<file path="src/rtl/ctrl_sequencer_if.sv">
// Control-sequencer bus: instruction memory port, ALU/register-file controls and status.
interface ctrl_sequencer_if #(
  parameter int WIDTH = 8,
  parameter int SEL_W = 2
);
  logic [WIDTH-1:0] mem_rdata;
  logic             mem_ready;
  logic             zero_flag;
  logic             mem_req;
  logic [WIDTH-1:0] pc;
  logic [WIDTH-1:0] imm;
  logic [SEL_W-1:0] wb_sel;
  logic [2:0]       alu_op;
  logic [1:0]       reg_ra;
  logic [1:0]       reg_rb;
  logic [1:0]       reg_wa;
  logic             reg_we;
  logic             flags_we;
  logic [2:0]       state;
  logic             halted;
  logic             illegal;

  modport master (
    input  mem_rdata, mem_ready, zero_flag,
    output mem_req, pc, imm, wb_sel, alu_op, reg_ra, reg_rb, reg_wa,
           reg_we, flags_we, state, halted, illegal
  );

  modport slave (
    output mem_rdata, mem_ready, zero_flag,
    input  mem_req, pc, imm, wb_sel, alu_op, reg_ra, reg_rb, reg_wa,
           reg_we, flags_we, state, halted, illegal
  );
endinterface

</file>
<file path="src/rtl/ctrl_sequencer.sv">
// Multi-cycle fetch/decode/execute sequencer for the 8-bit datapath.
// All outputs are Moore-decoded from state, IR and the latched immediate.
module ctrl_sequencer #(
  parameter int WIDTH = 8,
  parameter int SEL_W = 2
) (
  input logic              clk,
  input logic              rst_n,
  ctrl_sequencer_if.master bus
);

  typedef enum logic [2:0] {
    FETCH     = 3'd0,
    DECODE    = 3'd1,
    FETCH_IMM = 3'd2,
    EXECUTE   = 3'd3,
    WRITEBACK = 3'd4,
    HALT      = 3'd5
  } state_t;

  localparam logic [3:0] OP_NOP = 4'h0;
  localparam logic [3:0] OP_LDI = 4'h1;
  localparam logic [3:0] OP_MOV = 4'h2;
  localparam logic [3:0] OP_ADD = 4'h3;
  localparam logic [3:0] OP_SUB = 4'h4;
  localparam logic [3:0] OP_AND = 4'h5;
  localparam logic [3:0] OP_OR  = 4'h6;
  localparam logic [3:0] OP_JMP = 4'h7;
  localparam logic [3:0] OP_JZ  = 4'h8;
  localparam logic [3:0] OP_HLT = 4'hF;

  state_t           state_q, state_d;
  logic [7:0]       ir_q;
  logic [WIDTH-1:0] pc_q;
  logic [WIDTH-1:0] imm_q;
  logic             illegal_q;

  logic [3:0] op;
  logic [1:0] rd, rs;
  logic       two_byte, undef_op, is_alu;

  assign op       = ir_q[7:4];
  assign rd       = ir_q[3:2];
  assign rs       = ir_q[1:0];
  assign two_byte = (op == OP_LDI) || (op == OP_JMP) || (op == OP_JZ);
  assign undef_op = (op >= 4'h9) && (op <= 4'hE);
  assign is_alu   = (op == OP_ADD) || (op == OP_SUB) || (op == OP_AND) || (op == OP_OR);

  always_ff @(posedge clk or negedge rst_n) begin
    if (!rst_n) begin
      state_q   <= FETCH;
      ir_q      <= '0;
      pc_q      <= '0;
      imm_q     <= '0;
      illegal_q <= 1'b0;
    end else begin
      state_q <= state_d;
      case (state_q)
        FETCH: if (bus.mem_ready) begin
          ir_q <= bus.mem_rdata[7:0];
          pc_q <= pc_q + WIDTH'(1);
        end
        FETCH_IMM: if (bus.mem_ready) begin
          imm_q <= bus.mem_rdata;
          pc_q  <= pc_q + WIDTH'(1);
        end
        DECODE: if (undef_op) illegal_q <= 1'b1;
        EXECUTE: if ((op == OP_JMP) || ((op == OP_JZ) && bus.zero_flag)) pc_q <= imm_q;
        default: ;
      endcase
    end
  end

  always_comb begin
    state_d = state_q;
    case (state_q)
      FETCH:     if (bus.mem_ready) state_d = DECODE;
      DECODE: begin
        if (two_byte)                         state_d = FETCH_IMM;
        else if ((op == OP_HLT) || undef_op)  state_d = HALT;
        else if (op == OP_NOP)                state_d = FETCH;
        else                                  state_d = EXECUTE;
      end
      FETCH_IMM: if (bus.mem_ready) state_d = EXECUTE;
      // Only LDI/MOV/ALU/JMP/JZ can reach EXECUTE; branches skip write-back.
      EXECUTE:   state_d = ((op == OP_JMP) || (op == OP_JZ)) ? FETCH : WRITEBACK;
      WRITEBACK: state_d = FETCH;
      HALT:      state_d = HALT;
      default:   state_d = FETCH;
    endcase
  end

  always_comb begin
    bus.mem_req  = (state_q == FETCH) || (state_q == FETCH_IMM);
    bus.reg_we   = (state_q == WRITEBACK);
    bus.reg_wa   = (state_q == WRITEBACK) ? rd : '0;
    bus.wb_sel   = ((state_q == WRITEBACK) && (op == OP_LDI)) ? SEL_W'(1) : '0;
    bus.flags_we = (state_q == EXECUTE) && is_alu;
    bus.halted   = (state_q == HALT);
    bus.reg_ra   = rd;
    bus.reg_rb   = rs;
    bus.alu_op   = 3'd0;
    case (op)
      OP_ADD:  bus.alu_op = 3'd1;
      OP_SUB:  bus.alu_op = 3'd2;
      OP_AND:  bus.alu_op = 3'd3;
      OP_OR:   bus.alu_op = 3'd4;
      default: bus.alu_op = 3'd0;
    endcase
  end

  assign bus.state   = state_q;
  assign bus.pc      = pc_q;
  assign bus.imm     = imm_q;
  assign bus.illegal = illegal_q;

endmodule
</file>
<file path="src/flat_wrapper.sv">
// flat-port wrapper written by rule: the top's interface ports become plain ports
module ctrl_sequencer_flat 
#(
  parameter int WIDTH = 8,
  parameter int SEL_W = 2
)
  (clk, rst_n, bus_mem_rdata, bus_mem_ready, bus_zero_flag, bus_mem_req, bus_pc, bus_imm, bus_wb_sel, bus_alu_op, bus_reg_ra, bus_reg_rb, bus_reg_wa, bus_reg_we, bus_flags_we, bus_state, bus_halted, bus_illegal);
  ctrl_sequencer_if #(.WIDTH(WIDTH), .SEL_W(SEL_W)) bus_i ();
  input logic clk;
  input logic rst_n;
  input wire logic [$bits(bus_i.mem_rdata)-1:0] bus_mem_rdata;
  input wire logic [$bits(bus_i.mem_ready)-1:0] bus_mem_ready;
  input wire logic [$bits(bus_i.zero_flag)-1:0] bus_zero_flag;
  output wire logic [$bits(bus_i.mem_req)-1:0] bus_mem_req;
  output wire logic [$bits(bus_i.pc)-1:0] bus_pc;
  output wire logic [$bits(bus_i.imm)-1:0] bus_imm;
  output wire logic [$bits(bus_i.wb_sel)-1:0] bus_wb_sel;
  output wire logic [$bits(bus_i.alu_op)-1:0] bus_alu_op;
  output wire logic [$bits(bus_i.reg_ra)-1:0] bus_reg_ra;
  output wire logic [$bits(bus_i.reg_rb)-1:0] bus_reg_rb;
  output wire logic [$bits(bus_i.reg_wa)-1:0] bus_reg_wa;
  output wire logic [$bits(bus_i.reg_we)-1:0] bus_reg_we;
  output wire logic [$bits(bus_i.flags_we)-1:0] bus_flags_we;
  output wire logic [$bits(bus_i.state)-1:0] bus_state;
  output wire logic [$bits(bus_i.halted)-1:0] bus_halted;
  output wire logic [$bits(bus_i.illegal)-1:0] bus_illegal;
  assign bus_i.mem_rdata = bus_mem_rdata;
  assign bus_i.mem_ready = bus_mem_ready;
  assign bus_i.zero_flag = bus_zero_flag;
  assign bus_mem_req = bus_i.mem_req;
  assign bus_pc = bus_i.pc;
  assign bus_imm = bus_i.imm;
  assign bus_wb_sel = bus_i.wb_sel;
  assign bus_alu_op = bus_i.alu_op;
  assign bus_reg_ra = bus_i.reg_ra;
  assign bus_reg_rb = bus_i.reg_rb;
  assign bus_reg_wa = bus_i.reg_wa;
  assign bus_reg_we = bus_i.reg_we;
  assign bus_flags_we = bus_i.flags_we;
  assign bus_state = bus_i.state;
  assign bus_halted = bus_i.halted;
  assign bus_illegal = bus_i.illegal;
  ctrl_sequencer #(.WIDTH(WIDTH), .SEL_W(SEL_W)) u_core (.clk(clk), .rst_n(rst_n), .bus(bus_i));
endmodule
</file>
<file path="config.mk">
export PLATFORM = sky130hd
export DESIGN_NAME = ctrl_sequencer_flat
export DESIGN_NICKNAME = d
export VERILOG_FILES = /design/src/rtl/ctrl_sequencer_if.sv /design/src/rtl/ctrl_sequencer.sv /design/src/flat_wrapper.sv
export SDC_FILE = /design/constraint.sdc
export NUM_CORES = 1
export LEC_CHECK = 0
export ABC_AREA = 1
export ABC_CLOCK_PERIOD_IN_PS = 1750
export CAP_MARGIN = 30
export CORE_ASPECT_RATIO = 1.75
export CORE_MARGIN = 4
export CORE_UTILIZATION = 46
export DETAILED_ROUTE_END_ITERATION = 8
export GPL_TIMING_DRIVEN = 1
export PLACE_DENSITY_LB_ADDON = 0.15
export SYNTH_ARGS = -nofsm -noshare
export SYNTH_HDL_FRONTEND = slang
export SYNTH_SLANG_ARGS = --single-unit
export TNS_END_PERCENT = 20
</file>
<file path="constraint.sdc">
create_clock -name clk -period 1.75 [get_ports clk]
set_input_delay 0.525 -clock clk [delete_from_list [all_inputs] [get_ports clk]]
set_output_delay 0.525 -clock clk [all_outputs]
set_load 0.03 [all_outputs]
</file>
# After elaboration in Yosys (flattened, before gate mapping)
# Cells that the tools add are included.
# op_classes
n_addsub	1
n_mul	0
n_div	0
magnitude_cmp	2
n_eq_ne	17
n_shift	0
mux	13
bitwise	0
n_reduce_logical	22
# op_table
cell	n
$eq 4x3->1 const B	4
$mux 8	2
$pmux 8 s2	1
$mux 3	5
$pmux 3 s5	1
$pmux 3 s4	1
$logic_or 1x1->1	9
$add 8x1->8 const B	1
$eq 4x4->1 const B	2
$reduce_and 2->1	4
$eq 3x2->1 const B	2
$eq 3x3->1 const B	2
$eq 4x1->1 const B	1
$eq 4x2->1 const B	1
$ge 4x4->1 const B	1
$le 4x4->1 const B	1
$logic_and 1x1->1	4
$logic_not 4->1	1
$mux 2	2
$ne 2x1->1 const B	2
$ne 2x2->1 const B	2
$eq 3x1->1 const B	1
$logic_not 3->1	1
$reduce_and 3->1	1
3 further kinds	3
# word_totals
regBits	28
latch_bits	0
mem_bits_rw	0
mem_bits_ro	0
in_bits	12
output_inout_bits	35
wordCells	60
mem_count	0

# Logic depth before layout (Yosys ltp)
# depth
ltp_word	6
mapped_depth	8
ltp_nobuf	8

# Worst setup path after synthesis
# Ideal clock, no wire load.
# synth_path
path_kind	reg-to-output
startpoint	register u_core.state_q[2] (netlist: u_core.bus.state[2])
endpoint	output port bus_reg_wa[0]
t_arrival_ps	2028
t_required_ps	1225
path_slack_ps	-803
stages_incl_launch_ff	5
n_path_buf	0
cell_sequence	dfrtp_1 inv_1 nor3_1 inv_1 nor2_1
# synth_via
elab_chain_len	2
# synth_rtl
item	line	text
start: declaration	ctrl_sequencer.sv:32	state_t state_q, state_d;
start signal: assignment	ctrl_sequencer.sv:57	state_q <= state_d;
$eq 3x3->1	-	
named net bus_reg_we	flat_wrapper.sv:22	output wire logic [$bits(bus_i.reg_we)-1:0] bus_reg_we;
$mux 2	ctrl_sequencer.sv:96	bus.reg_wa = (state_q == WRITEBACK) ? rd : '0;
end: declaration	flat_wrapper.sv:21	output wire logic [$bits(bus_i.reg_wa)-1:0] bus_reg_wa;
# The timed path passes the listed nets, and every way through them passes these cells.

# Final worst setup path
# layout_path
startpoint	register u_core.state_q[2] (netlist: u_core.bus.state[2])
endpoint	output port bus_reg_wa[1]
# layout_via
elab_chain_len	2
# layout_rtl
item	line
$eq 3x3->1	ctrl_sequencer.sv:96
$mux 2	ctrl_sequencer.sv:96
# Every way passes these cells.

==> impl_metrics.tcl <==
set metrics [dict create \
    portBuffers 45 \
    yosys-top-cells-area "dfrtp_1 45%, nand2_1 17%, o21ai_0 7.8%" \
    drive_gt1_share_pct 22.35 \
    drt-total-wl_um 3669 \
    gr-usage-met2_pct 31.55 \
    setup_viol 6 \
    cp.required_ps 1220 \
    die_x_um 51.78 \
    worst_clock_skew_ps 2.642 \
    reg2regPathDepth 8 \
    pre_cts_ws_ps 13.81 \
    critical_path.slowest_cell "dfrtp_2" \
    synth_cell_types 24 \
    postSynthRegisterBits 28 \
    firstDrtPassIters 4 \
    viasPerCell 4.870 \
    whs_endpoint "u_core.bus.illegal" \
    design.core.area_sq_mm 0.003176 \
    cts.path.max_buffers 2 \
    violations "setup timing" \
    grt_max_degree 29 \
    critPathArrivalTime_ps 1350 \
    cpMostUsedCell "inv_4" \
    numCtsBuffers 3 \
    start_util_pct 48.58 \
    via_count 1495 \
    whs_ps 469.8 \
    ys_seq_area_share_pct 45.42 \
    final_max_slew_viol_count 0 \
    dieArea_sq_mm 0.004381 \
    worst_slack_ps -122.1 \
    ys_top_cells_by_count "69 x nand2_1, 28 x dfrtp_1, 28 x inv_1" \
    worstSetupEndpointType "output port" \
    synth_edf_count 0 \
    cts_root_buf "clkbuf_8" \
    syn_area_per_cell_sq_um 7.312 \
    post-route-period-util_pct 107.0 \
    htreeDepth 1 \
    grtUsageMet1_pct 22.12 \
    clkTransAtPathRegs_ps 90 \
    overflow 0 \
    drtIter0Drc 16 \
    cts_tree "built" \
    hpwl_um 2738 \
    vdd_drop_max_mv 1.019 \
    track_usage_pct 17.98 \
    outcome "complete, but fails checks" \
    dieHeight_um 84.61 \
    busiest_layer "met2" \
    max_stage_delay_ps 450 \
    r2r_slack_ps 170 \
    synth_nets 224 \
    worst_setup_path_start_kind "register" \
    period_needed_ps 1872 \
    rows 27 \
    reg2reg_from "u_core.bus.state[1]" \
    hold_start "u_core.bus.illegal" \
    drc 0 \
    rsz0062_at_grt "yes" \
    total_leakage_power_uw 0.001130 \
    r2r-end "u_core.bus.pc[6]" \
    areaGrowthSynthToFinish_pct 42.66 \
    ioPinCount 47 \
    grt_pass1_vias 1379 \
    power.density_mw_per_mm2 1913 \
    use_met3_pct 1.421 \
    hold_violations 0 \
    grt_pass1_wl_um 6134 \
    synth.top_cell.area_share_pct 45.42 \
    yosysMostFrequentCell "nand2_1" \
    synth_ff_type "dfrtp_1" \
    cap_violations 0 \
    syn_inst 211 \
    wl_per_cell_um 11.95 \
    gp_congestion 0.8584 \
    clk_latency_ps 270 \
    yosys_warnings 0 \
    worst-path-max-fanout 4 \
    ctsHoldBuffers 0 \
    setup.worst_path.class "reg -> out" \
    drtAntennaViolNets 0 \
    antenna_found_initial 0 \
    final_nets 278 \
    min_path_type "reg -> reg" \
    synth_area_sq_mm 0.001543 \
    yosys.area.top_type "dfrtp_1" \
    synth-async-reset-ratio_pct 100.0 \
    hold_depth 2 \
    diodes 0 \
    path_cells "inv_4 -> nor3_4 -> inv_4 -> nor2_4 -> buf_6" \
    clock_sinks 28 \
    max_freq_mhz 534.2 \
]
## metal layers
metal	wire length, um	share of wire, %
met1	1523	42
met2	1953	53
met3	140	3.8
met4	51	1.4
met5	0	0
## worst max-delay path by stage
stage	startpoint	to	slack (ps)	cells after the start
4_1_cts	u_core.bus.state[1]	bus_wb_sel[0]	-90	4
3_5_place_dp	bus_mem_ready	u_core.bus.pc[3]	10	6
5_1_grt	u_core.bus.state[2]	bus_reg_wa[0]	-180	5
2_1_floorplan	u_core.bus.state[2]	bus_reg_wa[0]	-80	4
3_3_place_gp	bus_mem_ready	u_core.bus.pc[4]	50	6
6_report	u_core.bus.state[2]	bus_reg_wa[1]	-120	5
## registers in the layout, summed over array words and instances, names as in the netlist
name / count
u_core.bus.illegal: 1
u_core.ir_q: 8
u_core.bus.pc: 8
u_core.bus.imm: 8
u_core.bus.state: 3
## cell usage in the layout (no fill, tap or decap), types with 2 or more instances in the layout
master            n
nor2_2            5
inv_1            25
nor2_1            7
nand3_2           2
clkbuf_8          3
dfrtp_2           6
nand3_1          18
or2_2             3
inv_4             2
o21ai_1           2
buf_4            18
buf_6             6
nand2_1          68
nor2_4            5
dlygate4sd2_1    22
o21ai_0          23
dfrtp_1          22
clkdlybuf4s50_1  11
## stage by stage
stage | std cells | total power (uW) | TNS [ps] | utilization, % | cell area, sq um
2_1_floorplan | 211 | 2886 | -332.7 | - | 1583
3_3_place_gp | 299 | 3701 | 0 | 64.97 | 2063
3_5_place_dp | 299 | 3724 | 0 | 64.97 | 2063
4_1_cts | 305 | 4134 | -377.6 | 67.45 | 2142
5_1_grt | 307 | 4532 | -929.5 | 69.31 | 2201
6_report | 307 | 4211 | -534.2 | 69.31 | 2201
## critical path, delay by kind of cell (launching register included)
family | cells | cell delay, ps
flops | 1 | 450
buf+inv | 3 | 300
simple gates | 2 | 330
## area by class of cell
cell class,count,area (sq um)
clock inverter,1,30.03
fill,288,974.7
sequential,28,708.2
inverter,28,110.1
multi-input combinational,146,740.7
timing repair buffer,58,516.7
clock buffer,3,41.29
tap,43,53.80
## kinds of logic after synthesis
group	count (synthesis)	share of synthesized area (%)
AOI/OAI and AO/OA	31	11.19
adders and majority gates	1	0.8109
buffers and inverters	37	10.95
DFF	28	45.42
other	1	0.2431
and+or+nand+nor	113	31.39
## where the power goes
group	internal [uW]	leakage, uW	switching, uW	total [uW]
combinational	882	0.000751	1560	2440
sequential	952	0.000343	316	1270
clock	306	0.0000357	193	499
## repair_timing
action                     CTS  global route
pin swaps                    2             2
resized for setup           33            14
setup endpoints to repair   30            10
buffers inserted             2             2
No activity file was read; power rests on OpenSTA's default activity.
